[src/rtl/scmp_microcode_pak.sv]
// Shared microcode types for the SC/MP core: entry labels, decode tag and the opcode decode table.
package scmp_microcode_pak;

    typedef enum logic [4:0] {
        PcFetch, PcHalt, PcDly, PcXae, PcSt, PcDad, PcLd, PcDae, PcLde, PcIld, PcDld,
        PcJmp, PcXpal, PcXpah, PcXppc, PcCl, PcIe, PcCsa, PcCas, PcNop, PcSio
    } NEXTPC_t;

    typedef struct packed {
        NEXTPC_t pc;
        logic    dly;
    } opdec_tag_t;

    typedef struct packed {
        logic [7:0] data;
        opdec_tag_t tag;
    } opq_entry_t;

    // First match wins; overlapping ranges rely on this ordering.
    function automatic opdec_tag_t opdec_decode(input logic [7:0] op);
        opdec_tag_t t;
        t.pc  = PcFetch;
        t.dly = 1'b0;
        if (op == 8'h00)                                t.pc = PcHalt;
        else if (op == 8'h8F) begin
            t.pc  = PcDly;
            t.dly = 1'b1;
        end
        else if (op == 8'h01)                           t.pc = PcXae;
        else if (op[7:3] == 5'b11001 && op != 8'hCC)    t.pc = PcSt;
        else if (op[7:3] == 5'b11101)                   t.pc = PcDad;
        else if (op[7:6] == 2'b11)                      t.pc = PcLd;
        else if (op == 8'h68)                           t.pc = PcDae;
        else if (op[7:6] == 2'b01 && op[2:0] == 3'b000) t.pc = PcLde;
        else if (op[7:2] == 6'b101010)                  t.pc = PcIld;
        else if (op[7:2] == 6'b101110)                  t.pc = PcDld;
        else if (op[7:4] == 4'h9)                       t.pc = PcJmp;
        else if (op[7:2] == 6'b001100)                  t.pc = PcXpal;
        else if (op[7:2] == 6'b001101)                  t.pc = PcXpah;
        else if (op[7:2] == 6'b001111)                  t.pc = PcXppc;
        else if (op[7:1] == 7'b0000001)                 t.pc = PcCl;
        else if (op[7:1] == 7'b0000010)                 t.pc = PcIe;
        else if (op == 8'h06)                           t.pc = PcCsa;
        else if (op == 8'h07)                           t.pc = PcCas;
        else if (op == 8'h08)                           t.pc = PcNop;
        else if (op == 8'h19)                           t.pc = PcSio;
        return t;
    endfunction

endpackage

[src/rtl/scmp_opdec_core.sv]
// Combinational opcode decoder on the prefetch queue write path.
module scmp_opdec_core
    import scmp_microcode_pak::*;
(
    input  logic [7:0] op_i,
    output opdec_tag_t tag_o
);

    assign tag_o = opdec_decode(op_i);

endmodule

[src/rtl/scmp_opdec_queue.sv]
// Prefetch byte queue with decode-at-write, presenting whole instructions to the sequencer.
// Optional instruction counter port/logic enabled by defining SCMP_OPDEC_STATS_EN.
module scmp_opdec_queue
    import scmp_microcode_pak::*;
#(
    parameter  int unsigned DEPTH = 4,
    localparam int unsigned CNT_W = $clog2(DEPTH) + 1
) (
    input  logic             clk,
    input  logic             rst_n,
    input  logic             flush,
    input  logic             in_valid,
    output logic             in_ready,
    input  logic [7:0]       in_byte,
    output logic             out_valid,
    input  logic             out_ready,
    output logic [7:0]       out_op,
    output logic [7:0]       out_disp,
    output logic             out_len2,
    output NEXTPC_t          out_pc,
    output logic             out_dly,
    output logic [CNT_W-1:0] count
`ifdef SCMP_OPDEC_STATS_EN
    ,
    output logic [15:0]      icount
`endif
);

    localparam int unsigned PTR_W = $clog2(DEPTH);

    opq_entry_t       mem_q [DEPTH];
    opq_entry_t       mem_d [DEPTH];
    logic [PTR_W-1:0] wr_ptr_q, wr_ptr_d;
    logic [PTR_W-1:0] rd_ptr_q, rd_ptr_d;
    logic [PTR_W-1:0] rd_ptr_p1;
    logic [CNT_W-1:0] count_q, count_d;
    logic [CNT_W-1:0] pop_n;
    logic             exp_disp_q, exp_disp_d;
    opdec_tag_t       in_tag;
    logic             push, pop, len2;

    scmp_opdec_core u_core (
        .op_i  (in_byte),
        .tag_o (in_tag)
    );

    assign rd_ptr_p1 = rd_ptr_q + 1'b1;
    assign len2      = mem_q[rd_ptr_q].data[7];

    assign in_ready  = count_q < CNT_W'(DEPTH);
    // A two-byte op is only presented once its displacement has landed.
    assign out_valid = (count_q != '0 && !len2) || count_q >= CNT_W'(2);
    assign out_op    = mem_q[rd_ptr_q].data;
    assign out_disp  = len2 ? mem_q[rd_ptr_p1].data : 8'h00;
    assign out_len2  = len2;
    assign out_pc    = mem_q[rd_ptr_q].tag.pc;
    assign out_dly   = mem_q[rd_ptr_q].tag.dly;
    assign count     = count_q;

    assign push  = in_valid && in_ready;
    assign pop   = out_valid && out_ready;
    assign pop_n = pop ? (len2 ? CNT_W'(2) : CNT_W'(1)) : '0;

    always_comb begin
        mem_d      = mem_q;
        wr_ptr_d   = wr_ptr_q;
        rd_ptr_d   = rd_ptr_q;
        count_d    = count_q;
        exp_disp_d = exp_disp_q;
        if (flush) begin
            wr_ptr_d   = '0;
            rd_ptr_d   = '0;
            count_d    = '0;
            exp_disp_d = 1'b0;
        end else begin
            if (push) begin
                mem_d[wr_ptr_q] = '{data: in_byte, tag: in_tag};
                wr_ptr_d        = wr_ptr_q + 1'b1;
                // Operand bytes never set the flag, keeping opcode alignment.
                exp_disp_d      = exp_disp_q ? 1'b0 : in_byte[7];
            end
            if (pop) begin
                rd_ptr_d = len2 ? rd_ptr_q + PTR_W'(2) : rd_ptr_p1;
            end
            count_d = count_q + CNT_W'(push) - pop_n;
        end
    end

    always_ff @(posedge clk) begin
        if (!rst_n) begin
            for (int i = 0; i < int'(DEPTH); i++) begin
                mem_q[i] <= '0;
            end
            wr_ptr_q   <= '0;
            rd_ptr_q   <= '0;
            count_q    <= '0;
            exp_disp_q <= 1'b0;
        end else begin
            mem_q      <= mem_d;
            wr_ptr_q   <= wr_ptr_d;
            rd_ptr_q   <= rd_ptr_d;
            count_q    <= count_d;
            exp_disp_q <= exp_disp_d;
        end
    end

`ifdef SCMP_OPDEC_STATS_EN
    logic [15:0] icount_q, icount_d;

    always_comb begin
        icount_d = icount_q;
        if (pop) begin
            icount_d = icount_q + 16'd1;
        end
    end

    always_ff @(posedge clk) begin
        if (!rst_n) begin
            icount_q <= '0;
        end else begin
            icount_q <= icount_d;
        end
    end

    assign icount = icount_q;
`endif

endmodule

[config.mk]
export PLATFORM = sky130hd
export DESIGN_NAME = scmp_opdec_queue
export DESIGN_NICKNAME = d
export VERILOG_FILES = /design/src/rtl/scmp_microcode_pak.sv /design/src/rtl/scmp_opdec_core.sv /design/src/rtl/scmp_opdec_queue.sv
export SDC_FILE = /design/constraint.sdc
export NUM_CORES = 1
export LEC_CHECK = 0
export CORE_MARGIN = 5
export CORE_UTILIZATION = 30
export CTS_CLUSTER_SIZE = 12
export DETAILED_ROUTE_END_ITERATION = 8
export HOLD_SLACK_MARGIN = 0.03
export RECOVER_POWER = 50
export SYNTH_ARGS = -nofsm -noshare
export SYNTH_HDL_FRONTEND = slang
export SYNTH_SLANG_ARGS = --single-unit
[constraint.sdc]
create_clock -name clk -period 2.9 [get_ports clk]
set_input_delay 0.725 -clock clk [delete_from_list [all_inputs] [get_ports clk]]
set_output_delay 0.725 -clock clk [all_outputs]
set_load 0.02 [all_outputs]
; ---- Word level (Yosys, flattened, before mapping)
; Index checks and enable logic that the tools add are counted.
[word_totals]
ff_bits = 63
in_bits = 13
out_inout_bits = 28
wordCells = 99
[op_classes]
add_sub_neg = 5
order_cmp = 6
eq_ne = 20
mux = 35
bitwise_logic = 5
reduce_logical = 13
[op_table]
columns = operator, n
row1 = $mux 5, 20
row2 = $mux 14, 5
row3 = $bmux 14 s2, 2
row4 = $bwmux 56, 1
row5 = $demux 14 s2, 1
row6 = $eq 6x4->1 const B, 3
row7 = $eq 8x3->1 const B, 2
row8 = $eq 6x6->1 const B, 2
row9 = $eq 5x5->1 const B, 2
row10 = $ge 3x3->1 const B, 3
row11 = $not 2->3, 3
row12 = $eq 8x1->1 const B, 1
row13 = $eq 8x4->1 const B, 1
row14 = $eq 8x5->1 const B, 1
row15 = $eq 8x7->1 const B, 1
row16 = $eq 8x8->1 const B, 1
row17 = $logic_not 8->1, 1
row18 = $mux 8, 1
row19 = $ne 8x8->1 const B, 1
row20 = $eq 7x1->1 const B, 1
row21 = $eq 7x2->1 const B, 1
row22 = $logic_and 1x1->1, 6
row23 = $mux 2, 3
row24 = $add 2x1->2 const B, 2
row25 = other kinds (17), 19

; ---- Logic depth before layout (Yosys ltp)
; Gate-level depths: netlist (run 1).
[logic_depth]
depth_word = 22
ltp_mapped = 12
mapped_depth_nobuf = 11

; ---- Hierarchy
; Synthesis (run 1) repeated with hierarchy kept, for this count alone.
[hier_totals]
cells_unflattened = 405
hier_area_um2 = 3590.9
[modules_own_cells]
columns = module, instances, cells_each, area_per_inst_um2, seq_area_each_um2
row1 = scmp_opdec_queue, 1, 343, 3169.3, 1261.2
row2 = scmp_opdec_core, 1, 62, 421.7, 0.0

; ---- Worst setup path before layout (run 1)
; Ideal clock, no wire load.
[synth_timing]
path_kind = reg-to-reg
start = register rd_ptr_q[0]
end = register count_q[2], in the netlist count[2]
setup_time_ns = 0.121
arrival_ns = 2.311
t_required_ns = 2.779
slack_ns = 0.468
path_stages_with_launch = 12
n_path_buf = 1
period_less_slack_ns = 2.432
path_cell_list = dfxtp_1 > buf_2 > mux2i_1 > mux2_2 > inv_1 > nand3_1 > ha_1 > inv_1 > fa_1 > xnor2_1 > xnor2_1 > nor2_1
[synth_between]
elab_chain_cells = 10
elab_cells_between_ends = 11
cone_classes = add/sub (1) / mux (5) / bitwise (1) / reduce/logical (4)
[synth_rtl]
columns = item, line
row1 = from (decl), scmp_opdec_queue.sv:34  ; logic [PTR_W-1:0] rd_ptr_q, rd_ptr_d;
row2 = from (signal assigned), scmp_opdec_queue.sv:101  ; rd_ptr_q <= rd_ptr_d;
row3 = $not 2->3 (implied by the code) (*), scmp_opdec_queue.sv:48  ; assign len2 = mem_q[rd_ptr_q].data[7];
row4 = $bmux 14 s2 (*), scmp_opdec_queue.sv:48
row5 = $mux 14 (*) (2 in a row), -
row6 = net out_len2, scmp_opdec_queue.sv:19  ; output logic out_len2,
row7 = $logic_not 1->1, scmp_opdec_queue.sv:52  ; assign out_valid = (count_q != '0 && !len2) || count_q >= CNT_W'(2);
row8 = $logic_and 1x1->1, scmp_opdec_queue.sv:52
row9 = $logic_or 1x1->1, scmp_opdec_queue.sv:52
row10 = $logic_and 1x1->1, scmp_opdec_queue.sv:61  ; assign pop = out_valid && out_ready;
row11 = $mux 2 (*), scmp_opdec_queue.sv:62  ; assign pop_n = pop ? (len2 ? CNT_W'(2) : CNT_W'(1)) : '0;
row12 = $sub 3x2->3 (*), scmp_opdec_queue.sv:85  ; count_d = count_q + CNT_W'(push) - pop_n;
row13 = to (signal assigned), scmp_opdec_queue.sv:102  ; count_q <= count_d;
row14 = to (decl), scmp_opdec_queue.sv:36  ; logic [CNT_W-1:0] count_q, count_d;
; The timed path passes the listed nets; every way through them passes the cells marked *. The select of a mux whose other input is x is not followed.
; A chain may end at the register's enable or synchronous reset.

; ---- Worst setup path after layout (run 1)
[layout_timing]
start = register rd_ptr_q[0]
end = output out_dly
[layout_between]
elab_chain_cells = 4
[layout_rtl]
columns = item, line
row1 = $not 2->3 (implied by the code), scmp_opdec_queue.sv:57  ; assign out_dly = mem_q[rd_ptr_q].tag.dly;
row2 = $bmux 14 s2, scmp_opdec_queue.sv:57
row3 = $mux 14 (implied by the code) (2 in a row), scmp_opdec_queue.sv:57
row4 = to (decl), scmp_opdec_queue.sv:21  ; output logic out_dly,
; No other way between the ends. The select of a mux whose other input is x is not followed.

==> results of run 1 <==
-- cell families after synthesis --
group	share of synthesized area, %
buffers and inverters	6.30
adders and majority gates	2.99
and+or+nand+nor	21.7
AOI/OAI and AO/OA	18.1
xor gates and xnor gates	0.974
muxes	14.9
DFF	35.1
-- area by class of cell --
type	instances	area share [%]
repair buffers	65	13.1
well taps	147	4.08
clock inverters	7	2.16
clock buffers	9	4.99
multi-input cells	298	46.7
inverters	12	0.999
flip-flops and latches	63	28.0
-- power by group through the flow --
stage	Sequential [uW]	Clock, uW	Combinational (uW)
final	897	1150	269
after global routing	900	1200	296
after CTS	898	1160	275
after detailed placement	917	0	273
after global placement	915	0	270
after floorplan	915	0	172
-- worst max-delay path by stage --
stage	startpoint	cells past startpoint	end
after global placement	in_valid	11	count[2]
after detailed placement	in_valid	11	count[2]
final	rd_ptr_q[0]	3	out_dly
after global routing	rd_ptr_q[1]	4	out_disp[6]
after CTS	rd_ptr_q[1]	4	out_disp[1]
after floorplan	rd_ptr_q[0]	11	count[2]
-- Yosys cell counts, drive strengths merged (2+ instances only) --
cell type and n:
a21boi 36, buf 19, o41ai 5, nand2 93, clkbuf 20, o21ai 21, ha 7, dfxtp 63
nor4b 3, mux4 20, a2111oi 2, and2 4, a21oi 17, mux2i 3, inv 12, xnor2 4
mux2 5, or2 4, nor2 13, nand2b 6, nand3 15, nand3b 5, or4 2, nor2b 11
-- registers in the layout (all words and copies together), names as in the netlist --
| name | count |
|---|---|
| mem_q | 56 |
| count | 3 |
| rd_ptr_q | 2 |
| wr_ptr_q | 2 |
-- per-stage QoR --
step           power [uW]  instances  instance area, um2  setup WS (ns)
2_1_floorplan        1090        412                3600          0.468
5_1_grt              2400        601                4510        0.00501
6_report             2310        601                4510         0.0384
3_5_place_dp         1190        585                4210         0.0961
3_3_place_gp         1190        585                4210          0.138
4_1_cts              2340        601                4540         0.0479
-- timing repair --
| action | CTS | global route |
|---|---|---|
| hold buffers | 0 | 0 |
| gates resized for setup | 2 | 3 |
| pin swaps | 0 | 0 |
| buffers inserted | 0 | 0 |
| endpoints found under the setup margin | 6 | 3 |
-- layer usage --
layer,wire [um],vias up,track usage (%),share of wire [%]
li1,-,1515,-,-
met2,4570,92,23.1,49
met1,4150,1491,17.8,44
met3,530,9,2.03,5.7
met4,112,0,4.87,1.2
met5,0,-,0,0
-- cells in the final DEF (no fill, tap or decap), types with 12 or more instances in the layout --
master | synthesis | layout
nand2_1 | 93 | 93
dfxtp_1 | 63 | 63
a21boi_0 | 36 | 36
clkdlybuf4s50_1 | 0 | 30
o21ai_0 | 21 | 21
mux4_2 | 20 | 20
buf_4 | 1 | 18
a21oi_1 | 16 | 16
nand3_1 | 15 | 15
nor2_1 | 13 | 13
inv_1 | 12 | 12
-- worst min-delay path, cell delays in order, from the launching register on --
cell and delay [ns]:
dfxtp_1 0.30, nand2_1 0.05, a21boi_0 0.06
==> run metrics, run 1 <==
Final #Nets=470; worst path bufs/invs=2; Die Wd=around 120 um; syn avg cell area=~8.7 um2; IO Port Bufs=40; Vias=~3.1k; RSZ-0062 raised after global routing=false; # rows=40; pwr dens=513 nW/um2; Switching Share=between 20% and 30%; worst reg-to-reg setup slack=around 0.37 ns; area grow syn2layout=25.4%; first-pass GRT wire length=around 16 mm; Max Cap Violations=0; Syn Inst Count=roughly 410; cell family with most CP delay=buffers and inverters; Top Ports=slightly above 40; Post-DRT Antenna Nets=0; Ys Warns=0; Synth top area share=between 30% and 40%; Final Wtd Congestion=approximately 0.79; Peak VDD IR=0.357 mV; combinational power share=between 10 and 15%; clk slew on worst S/H paths=around 0.05 ns; slowest CP cell=clkdlybuf4s50_1; FF/Latch Area=~1300 um2; power share of the clock group=49.6%; Critical Path AT=2.14 ns; initial antenna violation count=0; fill count=1216; Min Hold Slack=between 0.4 and 0.5 ns; vias in the first global route=between 3k and 4k; WHS Endpoint=mem_q[28]; Hold Startpoint=mem_q[28]; Max Root-Sink Buffers=2; worst rel slew slack=about a third; min Tclk post-route=roughly 2.9 ns; Tcrit/Tclk final=a little under 100%; pin count of the biggest net entering global routing=63; Die Y=roughly 120 um; Total Routing Usage GR=13.7%; post-synthesis cell area=about 3600 um2; CP Launch Type=flip-flop; Cell Chain, Critical Path=buf_4 -> mux4_2 -> clkdlybuf4s50_1; Num CTS Buffers=9; Hold Crit Class=reg -> reg; reg2reg start=rd_ptr_q[1]; DRC=0; global route overflow=0; Worst Hold Depth=2; leakage=0.00162 uW; H-tree depth=3; Starting Density=a little under a third; Max Freq=about 350 MHz; Psw=between 500 and 600 uW; slowest stage delay, CP=approximately 0.57 ns; Hold Vio Cnt, Final=0; die area=14300 um2; Slew Viols, Final=0; Post-synth top flop=dfxtp_1; critical path class=reg -> out; TritonRoute pass-1 iters=4; crit end category=output port; clock skew=between 0.004 and 0.005 ns; ANT cells=0; area leader, netlist=dfxtp_1; layout cells sized above 1=about 15%; # setup viols final=0; required time of the critical path=about 2.2 ns; r2r worst-path depth=11; Vias/cell=between 5 and 6; measured slew at the worst slew-check pin=between 1 and 1.5 ns; Mapped Nets=433; total wire length=9.36 mm; DR iter-0 viols=roughly 220; internal power=roughly 1800 uW; Seq/Total Area, Yosys=about a third; Clk Latency, worst-skew pair=between 0.3 and 0.4 ns; setup TNS=0 ns; Sequential Power Share=between 30% and 40%; root buf cell=clkbuf_16; Core Util, Final=between 30% and 40%; number of flops mapped to enable cells by yosys=0; CTS tree=yes; # clock sinks=63; status=finished clean; post-DP HPWL=approximately 6.7 mm; Core ar.=roughly 12000 um2; Cell variety after synth=54; Yosys reg bits=63; area of the multi-input gates=~2100 um2; WL per Instance=around 16 um; async set or reset register ratio after synthesis=0%; Synth area leaders=dfxtp_1, mux4_2, nand2_1; worst-path maximum fanout=6; Worst R2R End=count[2]
Note: power is estimated with default switching activity, not from simulation.
==> inputs of run 2 (changes only) <==
--- a/config.mk
+++ b/config.mk
@@ -6,10 +6,11 @@
 export NUM_CORES = 1
 export LEC_CHECK = 0
 export CORE_MARGIN = 5
-export CORE_UTILIZATION = 30
+export CORE_UTILIZATION = 56
 export CTS_CLUSTER_SIZE = 12
 export DETAILED_ROUTE_END_ITERATION = 8
 export HOLD_SLACK_MARGIN = 0.03
+export PLACE_DENSITY = 0.8
 export RECOVER_POWER = 50
 export SYNTH_ARGS = -nofsm -noshare
 export SYNTH_HDL_FRONTEND = slang
==> run metrics, run 2 (synthesis gave the netlist of run 1 again) <==
global route overflow=0; H-tree depth=3; setup TNS=0 ns; Max Root-Sink Buffers=2; placed cell areas=~4100 um2; area of the multi-input gates=around 2100 um2; fill count=between 500 and 600; TritonRoute pass-1 iters=5; # rows=29; CTS Hold Bufs=0; critical path class=reg -> out; Largest Register=mem_q; commonest non-fill, non-tap cell in the layout=nand2_1; measured slew at the worst slew-check pin=0.721 ns; met3 usage in global routing=~3.3%; RSZ-0062 raised after global routing=false; Clk Latency, worst-skew pair=about 0.34 ns; crit end category=output port; worst-path maximum fanout=14; # setup viols final=0; initial antenna violation count=0; clock skew=between 0.007 and 0.008 ns; pwr dens=approximately 450 nW/um2; most frequent cells in the layout=nand2_1, dfxtp_1, a21boi_0; root buf cell=clkbuf_8; Num CTS Buffers=9; Final Cell Area=about 4400 um2; first-pass GRT wire length=14.8 mm; Max Cap Violations=0; post-DP HPWL=roughly 6.1 mm; Hold Vio Cnt, Final=0; power share of the clock group=between 40% and 50%; WL per Instance=around 17 um; DRC=0; Pwr Total=1970 uW; CTS tree=yes; Critical Path AT=2.12 ns; DR iter-0 viols=246; GR met1 Demand/Resource=~28%; area grow syn2layout=21.0%; leakage=about 0.0016 uW; Switching Share=25.2%; Max Freq=~350 MHz; Peak VDD IR=0.307 mV; Min Hold Slack=roughly 0.47 ns; Hold Crit Class=reg -> reg; vias in the first global route=between 3k and 4k; Post-DRT Antenna Nets=0; Final Wtd Congestion=about 0.85; IO Port Bufs=40; ANT cells=0; required time of the critical path=about 2.2 ns; total wire length=around 9 mm; Vias=around 3.2k; Die Y=90.1 um; Vias/cell=5.99; max reg flops=56; status=finished clean; die area=slightly above 8000 um2; CP Launch Type=flip-flop; Tcrit/Tclk final=between 90% and 100%; Top Ports=41; combinational power share=about 14%; internal power=about 1500 uW; clk slew on worst S/H paths=0.07 ns; Starting Density=a little under three fifths; Total Routing Usage GR=roughly 22%; Slew Viols, Final=0; met2 usage=37.2%; min Tclk post-route=approximately 2.8 ns; Die Wd=90.1 um; pin count of the biggest net entering global routing=27; Sequential Power Share=a little under half; # clock sinks=63; Final #Nets=approximately 470; FF/Latch Area=1260 um2; layout cells sized above 1=15.8%; worst rel slew slack=51.9%; Core ar.=around 6300 um2; Psw=~500 uW; most used routing layer=met2
[run 2: cell types whose count changed in the layout (fill, tap and decap cells not counted)]
cell	previous run	this run
clkbuf_16	9	0
clkbuf_8	0	9
buf_4	18	24
dlygate4sd2_1	1	4
clkbuf_1	2	0
clkbuf_2	4	2
clkinv_2	1	3
clkinv_4	2	0
clkinvlp_4	2	0
dlymetal6s2s_1	3	1
bufbuf_16	0	1
clkdlybuf4s50_1	30	29
dfxtp_1	63	62
dfxtp_2	0	1
[run 2: power groups by stage]
stage               Sequential, uW  Clock (uW)  Combinational [uW]
detailed placement             916           0                 272
floorplan                      915           0                 172
CTS                            897         808                 275
finish                         897         804                 272
global route                   899         854                 296
global placement               915           0                 268
[run 2: stage by stage]
stage / setup slack, ns / util [%] / cells
6_report: 0.0589 / 68.9 / 532
5_1_grt: 0.00283 / 68.9 / 532
4_1_cts: 0.0199 / 69.0 / 532
3_5_place_dp: 0.0953 / 65.4 / 517
3_3_place_gp: 0.148 / 65.4 / 517
2_1_floorplan: 0.468 / - / 412
[run 2: layout make-up]
| class | instances | area share [%] |
|---|---|---|
| inverter | 12 | 1.04 |
| tap | 77 | 2.21 |
| multi-input combinational | 298 | 48.4 |
| clock buffer | 9 | 2.85 |
| timing repair buffer | 68 | 14.7 |
| clock inverter | 5 | 1.73 |
| sequential | 63 | 29.0 |
[run 2: critical path, cell delays in order, from the launching register on]
cell             delay, ns
dfxtp_1               0.40
buf_12                0.20
mux4_2                0.50
nor2b_1               0.14
clkdlybuf4s50_1       0.53
[run 2: per-layer routing]
layer	vias up	part of all wire, %
met1	1536	42
li1	1517	-
met5	-	0
met3	18	6.1
met4	0	2.2
met2	114	49
[run 2: path summary, 6_finish.rpt]
kind / startpoint / end / slack [ns] / depth (start not counted)
setup / recovery: rd_ptr_q[1] / out_disp[4] / 0.06 / 4
hold / removal: mem_q[28] / mem_q[28] / 0.47 / 2
setup reg to reg: rd_ptr_q[1] / count[2] / 0.37 / 11
hold reg to reg: mem_q[28] / mem_q[28] / 0.47 / 2
[run 2: timing repair]
action | 4_1_cts | 5_1_grt
cloned | 1 | 0
pin swaps | 0 | 0
gates resized for setup | 6 | 1
setup endpoints to repair | 6 | 1
buffers inserted | 0 | 0
==> RTL edit, RTL diff (config.mk and constraints of run 2) <==
Set the parameter `DEPTH` to 8 (it was 4).
--- a/src/rtl/scmp_opdec_queue.sv
+++ b/src/rtl/scmp_opdec_queue.sv
@@ -5,3 +5,3 @@
 #(
-    parameter  int unsigned DEPTH = 4,
+    parameter  int unsigned DEPTH = 8,
     localparam int unsigned CNT_W = $clog2(DEPTH) + 1
Ports: changed (resized count); port bits go from 41 to 42. The function was not compared with the original's and may differ.
==> RTL edit against run 2 <==
  * The flow now finishes with violations (negative setup slack)
  * Sequential cell count up 59
  * Core utilization rose by 1.8 points
  * Clock skew about the same
  * Setup slack worse by 0.069 ns
  * Maximum frequency is 2.4% lower
  * Highest routed layer is now met5
  * Hold slack got worse by 0.0092 ns
  * Non-clock buffer count is 34 higher
  * Largest power group is now the clock network
  * Routed wire length up 120%
  * Power up 140%
  * Register-to-register slack lost 0.26 ns
  * Design area grew 78%
  * Synthesized area grew 75%
  * Synthesized cell count rose by 82%
==> RTL edit: results (changes against run 2) <==
stage;metric;value;unit;change
status;status;finished, violations left;;was complete, no violations
status;violations;negative setup slack;;
worst_setup_path;path_max_fanout;11;;was 14
placement;dp_slack;0.03961;ns;was 0.09531 ns
worst_hold_path;hold_path_end;mem_q[60]$_SDFFE_PN0P_;;was mem_q[28]$_SDFFE_PN0P_
detailed_routing;viasPerCell;6.413;;was 5.987
timing;setup-violations-final;2;;was 0
pwr;p_comb;594;uW;was 272 uW
timing;worst_pin_slew;0.9981;ns;was 0.7205 ns
worst_setup_path;crit_slowest_cell;mux4_2;;was clkdlybuf4s50_1
final_layout;final_layout_size_suffix_gt1_share;17.54;%;was 15.82%
detailed_routing;drtPass1Iterations;7;;was 5
detailed_routing;dr_wl_met3;2150;um;was 549 um
worst_setup_path;max_stage_delay;0.51;ns;was 0.53 ns
timing;clock_skew;0.007880;ns;was 0.007639 ns
placement;portBuffers;41;;was 40
yosys;muxShareOfSynthArea;16.34;%;was 14.92%
timing;finalCritPeriodShare;100.4;%;was 97.97%
yosys;synth-compound-area-share;15.63;%;was 18.09%
global_route;met2_usage;49.44;%;was 37.20%
worst_setup_path;reg2reg_slack;0.11;ns;was 0.37 ns
yosys;synth.area.top_cells;dfxtp_1 39%, mux4_2 15%, nand2_1 14%;;was dfxtp_1 35%, mux4_2 13%, nand2_1 9.7%
pwr;p_leak;0.002840;uW;was 0.001584 uW
placement;gp_congestion;0.8729;;was 0.8484
yosys;synthXorXnorAreaFrac;0.9742;%;was 0.9739%
pwr;pwr-share-clk;49.9;%;was 40.7%
detailed_routing;dr.max_layer_used;met5;;was met4
worst_setup_path;r2r-start;rd_ptr_q[0]$_SDFFE_PP0P_;;was rd_ptr_q[1]$_SDFFE_PP0P_
detailed_routing;dr_wl_met2;9406;um;was 4425 um
final_layout;fillers;765;;was 529
cts;path_clk_slew;0.05;ns;was 0.07 ns
timing;setup_tns;-0.01211;ns;was 0 ns
global_route;grt_util_met3;8.877;%;was 3.339%
timing;setup_ws;-0.01054;ns;was 0.05891 ns
yosys;synth_fp_nets;773;;was 433
detailed_routing;drtIter0Drc;994;;was 246
yosys;async_reset_ff_share;0;%;unchanged
yosys;synth_seq_area_share;38.81;%;was 35.06%
pwr;p_sw;1097;uW;was 496.5 uW
global_route;grt_pass1_wl;31260;um;was 14810 um
yosys;netlist_top_cells_count;237 x nand2_1, 122 x dfxtp_1, 111 x a21oi_1;;was 93 x nand2_1, 63 x dfxtp_1, 36 x a21boi_0
cts;clockRootBuffer;clkbuf_16;;was clkbuf_8
placement;dpl_cell_area;7003;um2;was 4128 um2
yosys;synth_fa_ha_area_share;1.909;%;was 2.991%
global_route;grt_pass1_vias;6231;;was 3035
cts;clk_latency;0.42;ns;was 0.34 ns
worst_setup_path;crit_arrival;2.19;ns;was 2.12 ns
final_layout;fin_nets;831;;was 473
worst_setup_path;worstRegToRegCells;12;;was 11
cts;ctsHtreeMaxLevel;4;;was 3
pwr;vdd_drop_max;0.3637;mV;was 0.3071 mV
final_layout;largest_reg_flops;112;;was 56
placement;hpwl;11820;um;was 6136 um
==> RTL edit: changes by cell type after synthesis, sizes merged, moves of 17 or more <==
cell and delta:
clkbuf +17, nand2 +144, a21oi +95, dfxtp +59, a21boi -35, mux4 +23
==> RTL edit: worst max path at each step <==
stage | from | to | slack (ns) | depth (start not counted)
after detailed placement | rd_ptr_q[0]$_SDFFE_PP0P_ | out_disp[1] | 0.04 | 4
after floorplan | rd_ptr_q[0]$_SDFFE_PP0P_ | count[3]$_SDFF_PP0_ | 0.14 | 12
after CTS | rd_ptr_q[0]$_SDFFE_PP0P_ | out_disp[0] | -0.004 | 6
after global placement | rd_ptr_q[0]$_SDFFE_PP0P_ | out_disp[1] | 0.07 | 4
after global routing | rd_ptr_q[0]$_SDFFE_PP0P_ | out_disp[5] | -0.08 | 5
final | rd_ptr_q[0]$_SDFFE_PP0P_ | out_disp[5] | -0.01 | 5
==> RTL edit: stage by stage <==
| stage | power, uW | cells |
|---|---|---|
| final | 4645 | 961 |
| after global routing | 4781 | 961 |
| after CTS | 4639 | 953 |
| after detailed placement | 2343 | 915 |
| after global placement | 2324 | 915 |
| after floorplan | 2135 | 751 |
==> RTL edit: area by class of cell <==
cell class | instances | area, um2 | area share [%]
inverter | 14 | 56.30 | 0.7278
clock inverter | 8 | 165.2 | 2.135
sequential | 122 | 2446 | 31.62
clock buffer | 23 | 478.0 | 6.178
tap | 140 | 175.2 | 2.264
multi-input combinational | 552 | 3527 | 45.59
timing repair buffer | 102 | 888.4 | 11.48
==> RTL edit: worst max-delay path, delay by kind of cell, from the launching register on <==
| family | cells | cell delay (ns) |
|---|---|---|
| AOI/OAI and AO/OA | 1 | 0.07 |
| buffers and inverters | 2 | 0.65 |
| DFF | 1 | 0.44 |
| muxes | 1 | 0.51 |
| and+or+nand+nor | 1 | 0.10 |
